===== src/rtl/mips_prog_sequencer.sv =====
// Boot/run sequencer for mips_core. It streams a host program into instruction memory,
// zero-fills the rest, runs the core until pc falls off the program end or the budget expires.
module mips_prog_sequencer #(
  parameter int PC_WIDTH       = 32,
  parameter int INSTR_WIDTH    = 32,
  parameter int IMEM_DEPTH     = 256,
  parameter int ADDR_W         = $clog2(IMEM_DEPTH),
  parameter int MAX_RUN_CYCLES = 4096
) (
  input  logic                   clk,
  input  logic                   rst_n,
  input  logic                   load_start,
  input  logic                   load_valid,
  output logic                   load_ready,
  input  logic [INSTR_WIDTH-1:0] load_data,
  input  logic                   load_last,
  input  logic                   abort,
  output logic                   imem_we,
  output logic [ADDR_W-1:0]      imem_waddr,
  output logic [INSTR_WIDTH-1:0] imem_wdata,
  input  logic [PC_WIDTH-1:0]    core_pc,
  output logic                   core_rst_n,
  output logic                   busy,
  output logic                   done,
  output logic                   timeout,
  output logic                   overflow,
  output logic [ADDR_W:0]        word_count,
  output logic [31:0]            cycle_count
);

  typedef enum logic [2:0] {
    S_IDLE,
    S_LOAD,
    S_FILL,
    S_RUN,
    S_DONE
  } state_t;

  localparam logic [ADDR_W-1:0] LAST_ADDR = ADDR_W'(IMEM_DEPTH - 1);
  localparam logic [31:0]       MAX_CC    = 32'(MAX_RUN_CYCLES);

  state_t              state_reg;
  logic [ADDR_W-1:0]   fill_addr_reg;
  logic                handshake;
  logic                at_last_addr;
  logic [PC_WIDTH-1:0] end_pc;

  assign load_ready   = (state_reg == S_LOAD) & ~abort;
  assign handshake    = load_valid & load_ready;
  assign busy         = (state_reg == S_LOAD) | (state_reg == S_FILL) | (state_reg == S_RUN);
  assign done         = (state_reg == S_DONE);
  // While loading, word_count never exceeds DEPTH-1, so its low bits are the write address.
  assign at_last_addr = (word_count[ADDR_W-1:0] == LAST_ADDR);
  assign end_pc       = PC_WIDTH'({word_count, 2'b00});

  always_ff @(posedge clk or negedge rst_n) begin
    if (!rst_n) begin
      state_reg     <= S_IDLE;
      fill_addr_reg <= '0;
      imem_we       <= 1'b0;
      imem_waddr    <= '0;
      imem_wdata    <= '0;
      core_rst_n    <= 1'b0;
      timeout       <= 1'b0;
      overflow      <= 1'b0;
      word_count    <= '0;
      cycle_count   <= '0;
    end else if (abort) begin
      state_reg  <= S_IDLE;
      imem_we    <= 1'b0;
      core_rst_n <= 1'b0;
    end else begin
      imem_we    <= 1'b0;
      core_rst_n <= 1'b0;
      case (state_reg)
        S_IDLE, S_DONE: begin
          if (load_start) begin
            state_reg   <= S_LOAD;
            word_count  <= '0;
            cycle_count <= '0;
            timeout     <= 1'b0;
            overflow    <= 1'b0;
          end
        end
        S_LOAD: begin
          if (handshake) begin
            imem_we    <= 1'b1;
            imem_waddr <= word_count[ADDR_W-1:0];
            imem_wdata <= load_data;
            word_count <= word_count + (ADDR_W + 1)'(1);
            if (load_last || at_last_addr) begin
              if (!load_last) overflow <= 1'b1;
              // A completely full memory has nothing left to zero-fill.
              if (at_last_addr) begin
                state_reg  <= S_RUN;
                core_rst_n <= 1'b1;
              end else begin
                state_reg     <= S_FILL;
                fill_addr_reg <= word_count[ADDR_W-1:0] + 1'b1;
              end
            end
          end
        end
        S_FILL: begin
          imem_we       <= 1'b1;
          imem_waddr    <= fill_addr_reg;
          imem_wdata    <= '0;
          fill_addr_reg <= fill_addr_reg + 1'b1;
          if (fill_addr_reg == LAST_ADDR) begin
            state_reg  <= S_RUN;
            core_rst_n <= 1'b1;
          end
        end
        S_RUN: begin
          if (cycle_count != MAX_CC) cycle_count <= cycle_count + 32'd1;
          // Budget expiry wins over a simultaneous program-end match.
          if (cycle_count == MAX_CC - 32'd1) begin
            timeout   <= 1'b1;
            state_reg <= S_DONE;
          end else if (core_pc == end_pc) begin
            state_reg <= S_DONE;
          end else begin
            core_rst_n <= 1'b1;
          end
        end
        default: state_reg <= S_IDLE;
      endcase
    end
  end

endmodule


===== config.mk =====
export PLATFORM = sky130hd
export DESIGN_NAME = mips_prog_sequencer
export DESIGN_NICKNAME = d
export VERILOG_FILES = /design/src/rtl/mips_prog_sequencer.sv
export SDC_FILE = /design/constraint.sdc
export NUM_CORES = 1
export LEC_CHECK = 0
export CORE_ASPECT_RATIO = 1.2
export CORE_MARGIN = 1
export CORE_UTILIZATION = 40
export CTS_BUF_LIST = sky130_fd_sc_hd__clkbuf_4 sky130_fd_sc_hd__clkbuf_8
export DETAILED_ROUTE_END_ITERATION = 12
export PLACE_DENSITY = 0.71
export SLEW_MARGIN = 15
export SYNTH_ARGS = -nofsm -noshare
export SYNTH_HDL_FRONTEND = slang
export SYNTH_SLANG_ARGS = --single-unit

===== constraint.sdc =====
create_clock -name clk -period 5.45 [get_ports clk]
set_input_delay 1.09 -clock clk [delete_from_list [all_inputs] [get_ports clk]]
set_output_delay 1.09 -clock clk [all_outputs]
set_load 0.02 [all_outputs]

### Word-level counts from Yosys, hierarchy flattened

Cells that the tools add are included.

* add/sub/neg operators: 4
* equal/unequal tests: 21
* muxes and demuxes: 41
* bitwise gates (word level): 5
* reduce and logical (&&, ||, !) cells: 13

Operator list (count)
* 32-bit one-hot mux with 2 select lines: 2
* 32-bit 2-to-1 mux: 3
* 32-bit by 1-bit adder with 32-bit output (second input constant): 1
* 32-bit by 11-bit == test with 1-bit output: 1
* 32-bit by 12-bit == test with 1-bit output (second input constant): 1
* 8-bit 2-to-1 mux: 4
* 32-bit by 13-bit != test with 1-bit output (second input constant): 1
* 8-bit one-hot mux with 2 select lines: 2
* 3-bit 2-to-1 mux: 7
* 9-bit 2-to-1 mux: 2
* 9-bit one-hot mux with 2 select lines: 1
* 8-bit by 1-bit adder with 8-bit output (second input constant): 2
* 8-bit == test (second input constant): 2
* 1-bit 2-to-1 mux: 15
* 3-bit one-hot mux with 4 select lines: 1
* 4-bit AND reduction: 3
* 5-bit AND reduction: 2
* 9-bit by 1-bit adder with 9-bit output (second input constant): 1
* 2-bit != test (second input constant): 4
* 3-bit by 2-bit == test with 1-bit output (second input constant): 2
* 2-bit by 1-bit != test with 1-bit output (second input constant): 3
* 3-bit by 2-bit != test with 1-bit output (second input constant): 2
* 3-bit != test (second input constant): 2
* 1-bit one-hot mux with 2 select lines: 3
* other kinds (13): 17

* flip-flop bits (word level): 96
* bits of input ports: 70
* output and inout port bits: 88
* word-level logic and storage cells: 94

### Logic depth before layout (Yosys ltp)

Gate-level depths: netlist (run 1).

* depth in word-level cells: 6
* depth in mapped cells: 11
* gate-level depth less buffers: 9

### Least setup slack after synthesis (run 1)

Ideal clock, no wire load.

* kind: input to output
* start point: input port abort
* end point: output port load_ready
* arrival: 2.123 ns
* data required time: 4.360 ns
* path slack: 2.237 ns
* stages: 2
* buffers on the path: 1
* cell sequence: clkbuf_8 nor4b_1

* cells in the longest elaborated chain, start to end: 2

RTL lines
* start, declared: RTL line 17 `input logic abort,`
* 1-bit NOT (no line)
* 1-bit bitwise AND: RTL line 48 `assign load_ready = (state_reg == S_LOAD) & ~abort;`
* end, declared: RTL line 14 `output logic load_ready,`

Every way passes these cells.

### Worst setup path after layout (run 1)

Same ends and word-level chain as after synthesis.

==> impl_results.md, run 1 <==
* Outcome: completed
* Max-capacitance violation count at 0
* Post-DR vias/cell at 5.308
* Layout Utilization at 0.5686
* Most frequent cells in the layout: clkdlybuf4s50_1 (156), nand2_1 (103), dfrtp_1 (96)
* Launch point of the worst reg-to-reg path: state_reg[1]
* Reg2reg end: fill_addr_reg[6]
* CTS Buf Count at 9
* CTS HTree Levels at 3
* Routed wire length at 13.20 mm
* WS Path Type: input pin to output pin
* Fraction of registers with async set or reset after synthesis at 1.000
* RSZ-0062 raised after global routing: false
* Reg2reg path depth at 10
* M3 GR Usage at 0.03558
* Post-synth EDFFs at 0
* Total power at 2.652 mW
* Critical-path top delay cell: clkdlybuf4s50_1
* Placed inst area at 6623 µm²
* Initial antenna violation count at 0
* Post-CTS Setup Inserts at 0
* Area grow syn2layout at 38.19%
* Drt drc at 0
* Total GRT Usage at 0.2119
* Die H at 124.3 µm
* Synthesized cell area at 4984 µm²
* Placed Cells at 839
* Remaining antenna violation count at 0
* DR vias at 4,544
* Clock Skew at 12.16 ps
* Sum of negative setup slack at 0 ps
* Rows at 44
* Worst VDD drop at 0.2250 mV
* CP delay by family, top: buffers and inverters
* CP bufs+invs at 2
* Max FO, Critical Path at 11
* Die Footprint at 12,910 µm²
* Clock Latency Late Sink at 350 ps
* GRT overflow at 0
* Post-synthesis average cell area at 9.077 µm²
* HP Start: imem_waddr[1]
* Post-synthesis cell count at 549
* Crit path largest cell delay at 710 ps
* Core area at 12,110 µm²
* R2R Setup Slk at 2790 ps
* Slew @ Worst Pin at 976.8 ps
* Cts hold-fix bufs at 0
* Max Slew Vio Count at 0
* DR pass1 iterations at 4
* Main synth FF type: dfrtp_1
* GRT busiest layer: met2
* Post-Syn Nets at 623
* # diodes at 0
* Worst Slack Setup Final at 1408 ps
* Crit-path cells: clkdlybuf4s50_1 -> nor4b_1 -> clkdlybuf4s50_1
* Crit-path most repeated cell: clkdlybuf4s50_1
* Cell variety after synth at 57
* Fin area at 6887 µm²
* Worst EP arrival at 2950 ps
* Relative slew margins at 0.3460
* Longest Clk Path Bufs at 2
* Initial drt markers at 265
* Power Density at 385.1 nW/µm²
* Largest net degree at the start of global routing at 83
* FF+latch count, synth at 96
* WP data required at 4360 ps
* First-pass GRT wire length at 22.46 mm
* Root Buffer Master: clkbuf_8
* Yosys warning count at 0
* TritonCTS sink count at 96
* Routed len/inst at 15.42 µm
* HP Class: register to register
* Dpl hpwl at 9.482 mm
* Share of layout cells above drive strength 1 at 0.05899
* Met1 Use GR at 0.2828
* Routability cong. at 0.8850
* Setup crit start: abort
* Non-Filler Instances at 856
* Port buffer count at 157
* Commonest non-fill, non-tap cell in the layout: clkdlybuf4s50_1
* Nets at 764
* Minimum clock period at 4042 ps
* CP Capture Type: output pin
* Dpl ws at 1430 ps
* Starting Density at 0.4115
* Top flop regs: cycle_count: 32 flops, imem_wdata: 32 flops, word_count: 9 flops
* Achievable Freq at 247.4 MHz
* Vias in the first global route at 4,435
* Die width at 103.9 µm
* Final setup fails at 0
* Fin crit share at 0.7417
* Leakage at 2.892 nW
* Seq/Total Area, Yosys at 0.4820
* Hold Path Sink: imem_waddr[1]
* Cell depth of the worst hold path at 2
* GRT met2 Usage at 0.3490
* Worst hold slack at 480.0 ps
* Post-CTS resize count at 0
* CTS tree: yes
* CP Launch Type: input pin
* Clock-pin slew of the registers on the worst-case setup and hold paths at 80 ps
* Ports at 158
* Final hold viol count at 0
worst max-delay path by stage:
stage                 end  slack, ps  cells past startpoint
2_1_floorplan  load_ready       2240                      2
3_3_place_gp   load_ready       1460                      3
3_5_place_dp   load_ready       1430                      3
4_1_cts        load_ready       1420                      3
5_1_grt        load_ready       1340                      3
6_report       load_ready       1410                      3
layout make-up:
class | instances | area [µm²]
clock inverters | 5 | 105.1
repair buffers | 162 | 1619
inverters | 12 | 46.29
well taps | 161 | 201.4
clock buffers | 11 | 138.9
flip-flops and latches | 96 | 2402
fillers | 1105 | 5225
multi-input cells | 409 | 2374
metal layers:
layer	wire [µm]	part of all wire
met5	0	0
met4	284	0.022
met3	610	0.046
met2	6421	0.49
met1	5879	0.45
logic make-up after synthesis:
logic type / count (synthesis) / share of synthesized area
XOR/XNOR: 38 / 0.06678
adder cells (fa/ha/maj): 4 / 0.01004
buffers and inverters: 44 / 0.04293
multiplexers: 8 / 0.01607
AO/OA/AOI/OAI: 114 / 0.1351
flip-flops: 96 / 0.4820
AND/OR/NAND/NOR: 245 / 0.2470
cell usage after synthesis, drive strengths merged (9+ instances only):
cell type / count / area (µm²)
nand2: 103 / 386.6
dfrtp: 96 / 2402
o21ai: 67 / 339.1
nor2: 45 / 185.2
clkbuf: 30 / 152.6
nand3: 26 / 130.1
xnor2: 20 / 175.2
xor2: 18 / 157.7
a21oi: 17 / 85.08
nor4: 14 / 102.6
nand4: 12 / 96.34
inv: 11 / 41.29
nor3: 9 / 45.04
worst reg2reg max path, stage by stage (launching register included):
cell and delay, ps:
dfrtp_1 610, nor3b_2 230, buf_4 290, mux2i_1 280, inv_1 80, ha_1 210, inv_1 80, a21o_1 170
nand2b_1 160, a211oi_1 60, a311oi_1 350
power breakdown:
group          total (mW)  internal [mW]  switching [mW]
logic                1.06          0.477           0.582
registers            1.03          0.885           0.147
clock network       0.561          0.315           0.245
total                2.65           1.68           0.975
Power figures use the tool's default switching activity.
==> inputs of run 2 (changes only) <==
==> constraint.sdc (replaced) <==
create_clock -name clk -period 4.1 [get_ports clk]
set_input_delay 0.82 -clock clk [delete_from_list [all_inputs] [get_ports clk]]
set_output_delay 0.82 -clock clk [all_outputs]
set_load 0.02 [all_outputs]
==> impl_results.md, run 2 (same netlist as run 1, synthesis figures left out) <==
* Cell depth of the worst hold path at 2 (unchanged)
* Share of layout cells above drive strength 1 at 0.05764 (was 0.05899)
* Leakage at 2.868 nW (was 2.892 nW)
* Dpl ws at 728.6 ps (was 1430 ps)
* Slew @ Worst Pin at 883.7 ps (was 976.8 ps)
* Top flop regs: cycle_count: 32 flops, imem_wdata: 32 flops, word_count: 9 flops (unchanged)
* Nets at 766 (was 764)
* Worst EP arrival at 2560 ps (was 2950 ps)
* Fin area at 6813 µm² (was 6887 µm²)
* WS Path Type: input pin to output pin (unchanged)
* Placed Cells at 842 (was 839)
* Starting Density at 0.4115 (unchanged)
* Hold Path Sink: imem_waddr[1] (unchanged)
* Crit-path most repeated cell: clkdlybuf4s50_1 (unchanged)
* Initial drt markers at 199 (was 265)
* Post-CTS resize count at 0 (unchanged)
* Core area at 12,110 µm² (unchanged)
* Ports at 158 (unchanged)
* GRT overflow at 0 (unchanged)
* HP Class: register to register (unchanged)
* Port buffer count at 157 (unchanged)
* CP Capture Type: output pin (unchanged)
* Placed inst area at 6645 µm² (was 6623 µm²)
* Most frequent cells in the layout: clkdlybuf4s50_1 (156), nand2_1 (103), dfrtp_1 (96) (unchanged)
* Routed wire length at 13.03 mm (was 13.20 mm)
* Layout Utilization at 0.5625 (was 0.5686)
* Highest routed layer: met4 (unchanged)
* Cts hold-fix bufs at 0 (unchanged)
* Clock Latency Late Sink at 350 ps (about the same)
* Final setup fails at 0 (unchanged)
* Max-capacitance violation count at 0 (unchanged)
* Die Footprint at 12,910 µm² (unchanged)
* Fillcell total at 1,096 (was 1,105)
* HP Start: imem_waddr[1] (unchanged)
* # diodes at 0 (unchanged)
* Crit path largest cell delay at 710 ps (about the same)
* CTS Buf Count at 9 (unchanged)
* Max FO, Critical Path at 11 (unchanged)
* Routability cong. at 0.8679 (was 0.8850)
* Fin crit share at 0.8241
* Initial antenna violation count at 0 (unchanged)
* Crit-path cells: clkdlybuf4s50_1 -> buf_4 -> nor4b_1 -> clkdlybuf4s50_1 (was clkdlybuf4s50_1 -> nor4b_1 -> clkdlybuf4s50_1)
* Post-DR vias/cell at 5.281 (was 5.308)
* Remaining antenna violation count at 0 (unchanged)
* Routed len/inst at 15.24 µm (was 15.42 µm)
* Rows at 44 (unchanged)
* DR WL met2 at 6.581 mm (was 6.421 mm)
* Area grow syn2layout at 36.71% (was 38.19%)
* Non-Filler Instances at 855 (was 856)
* Largest net degree at the start of global routing at 84 (was 83)
* CTS tree: yes (unchanged)
* Clock Skew at 14.36 ps (was 12.16 ps)
* First-pass GRT wire length at 21.65 mm (was 22.46 mm)
* Worst Slack Setup Final at 721.4 ps (was 1408 ps)
* Achievable Freq at 296.0 MHz
* Drt drc at 0 (unchanged)
* Vias in the first global route at 4,450 (was 4,435)
* Die width at 103.9 µm (unchanged)
* Relative slew margins at 0.4109 (was 0.3460)
* CP Launch Type: input pin (unchanged)
* CTS HTree Levels at 3 (unchanged)
* WP data required at 3280 ps (was 4360 ps)
* M1 WL at 5.755 mm (was 5.879 mm)
* Power Density at 488.4 nW/µm² (was 385.1 nW/µm²)
* Outcome: completed (unchanged)
* Post-CTS Setup Inserts at 0 (unchanged)
* Die H at 124.3 µm (unchanged)
* Commonest non-fill, non-tap cell in the layout: clkdlybuf4s50_1 (unchanged)
* Reg2reg path depth at 9 (was 10)
* Critical-path top delay cell: clkdlybuf4s50_1 (unchanged)
* RSZ-0062 raised after global routing: false (unchanged)
* TritonCTS sink count at 96 (unchanged)
* DR pass1 iterations at 4 (unchanged)
* R2R Setup Slk at 1460 ps (was 2790 ps)
* Total GRT Usage at 0.2029 (was 0.2119)
* Met3 wire length at 660 µm (was 610 µm)
* Sum of negative setup slack at 0 ps (unchanged)
* Root Buffer Master: clkbuf_8 (unchanged)
* DR vias at 4,515 (was 4,544)
* Reg2reg end: fill_addr_reg[6] (unchanged)
* Worst VDD drop at 0.2033 mV (was 0.2250 mV)
* Minimum clock period at 3379 ps
* Max Slew Vio Count at 0 (unchanged)
* Clock-pin slew of the registers on the worst-case setup and hold paths at 80 ps (about the same)
* Longest Clk Path Bufs at 2 (unchanged)
* Final hold viol count at 0 (unchanged)
* Launch point of the worst reg-to-reg path: state_reg[1] (unchanged)
* Dpl hpwl at 9.492 mm (was 9.482 mm)
[run 2: where the power goes]
group	total (mW)	internal (mW)	switching, mW	leakage (nW)
Combinational	1.41	0.630	0.781	1.50
Sequential	1.37	1.18	0.191	1.28
Clock	0.548	0.250	0.298	0.0876
Total	3.33	2.06	1.27	2.87
[run 2: cell type report]
type                    count  area (µm²)  area share
well taps                 161       201.4     0.02957
inverters                  12       46.29    0.006795
flip-flops and latches     96        2402      0.3526
clock buffers              12       158.9     0.02332
multi-input cells         409        2374      0.3484
clock inverters             1       5.005   0.0007346
repair buffers            164        1625      0.2386
[run 2: worst max-delay path by stage]
| stage | startpoint | endpoint | slack, ps | cells after the start |
|---|---|---|---|---|
| detailed placement | abort | load_ready | 730 | 4 |
| CTS | abort | load_ready | 720 | 4 |
| finish | abort | load_ready | 720 | 4 |
| floorplan | abort | load_ready | 1430 | 2 |
| global route | abort | load_ready | 630 | 4 |
| global placement | abort | load_ready | 760 | 4 |
[run 2: metal layers]
metal,GRT usage,vias up
met5,0,-
met4,0.05378,0
met3,0.03140,4
met2,0.3627,151
met1,0.2535,2159
li1,-,2201
[run 2: per-stage QoR]
step | hold WS [ps] | total power, mW
3_5_place_dp | 465.4 | 2.807
4_1_cts | 485.4 | 3.360
3_3_place_gp | 460.7 | 2.756
2_1_floorplan | 468.3 | 2.164
6_report | 480.9 | 3.328
5_1_grt | 517.9 | 3.545
[run 2: critical path, delay by kind of cell]
family	cells	cell delay, ps
buffers and inverters	3	1290
and+or+nand+nor	1	450
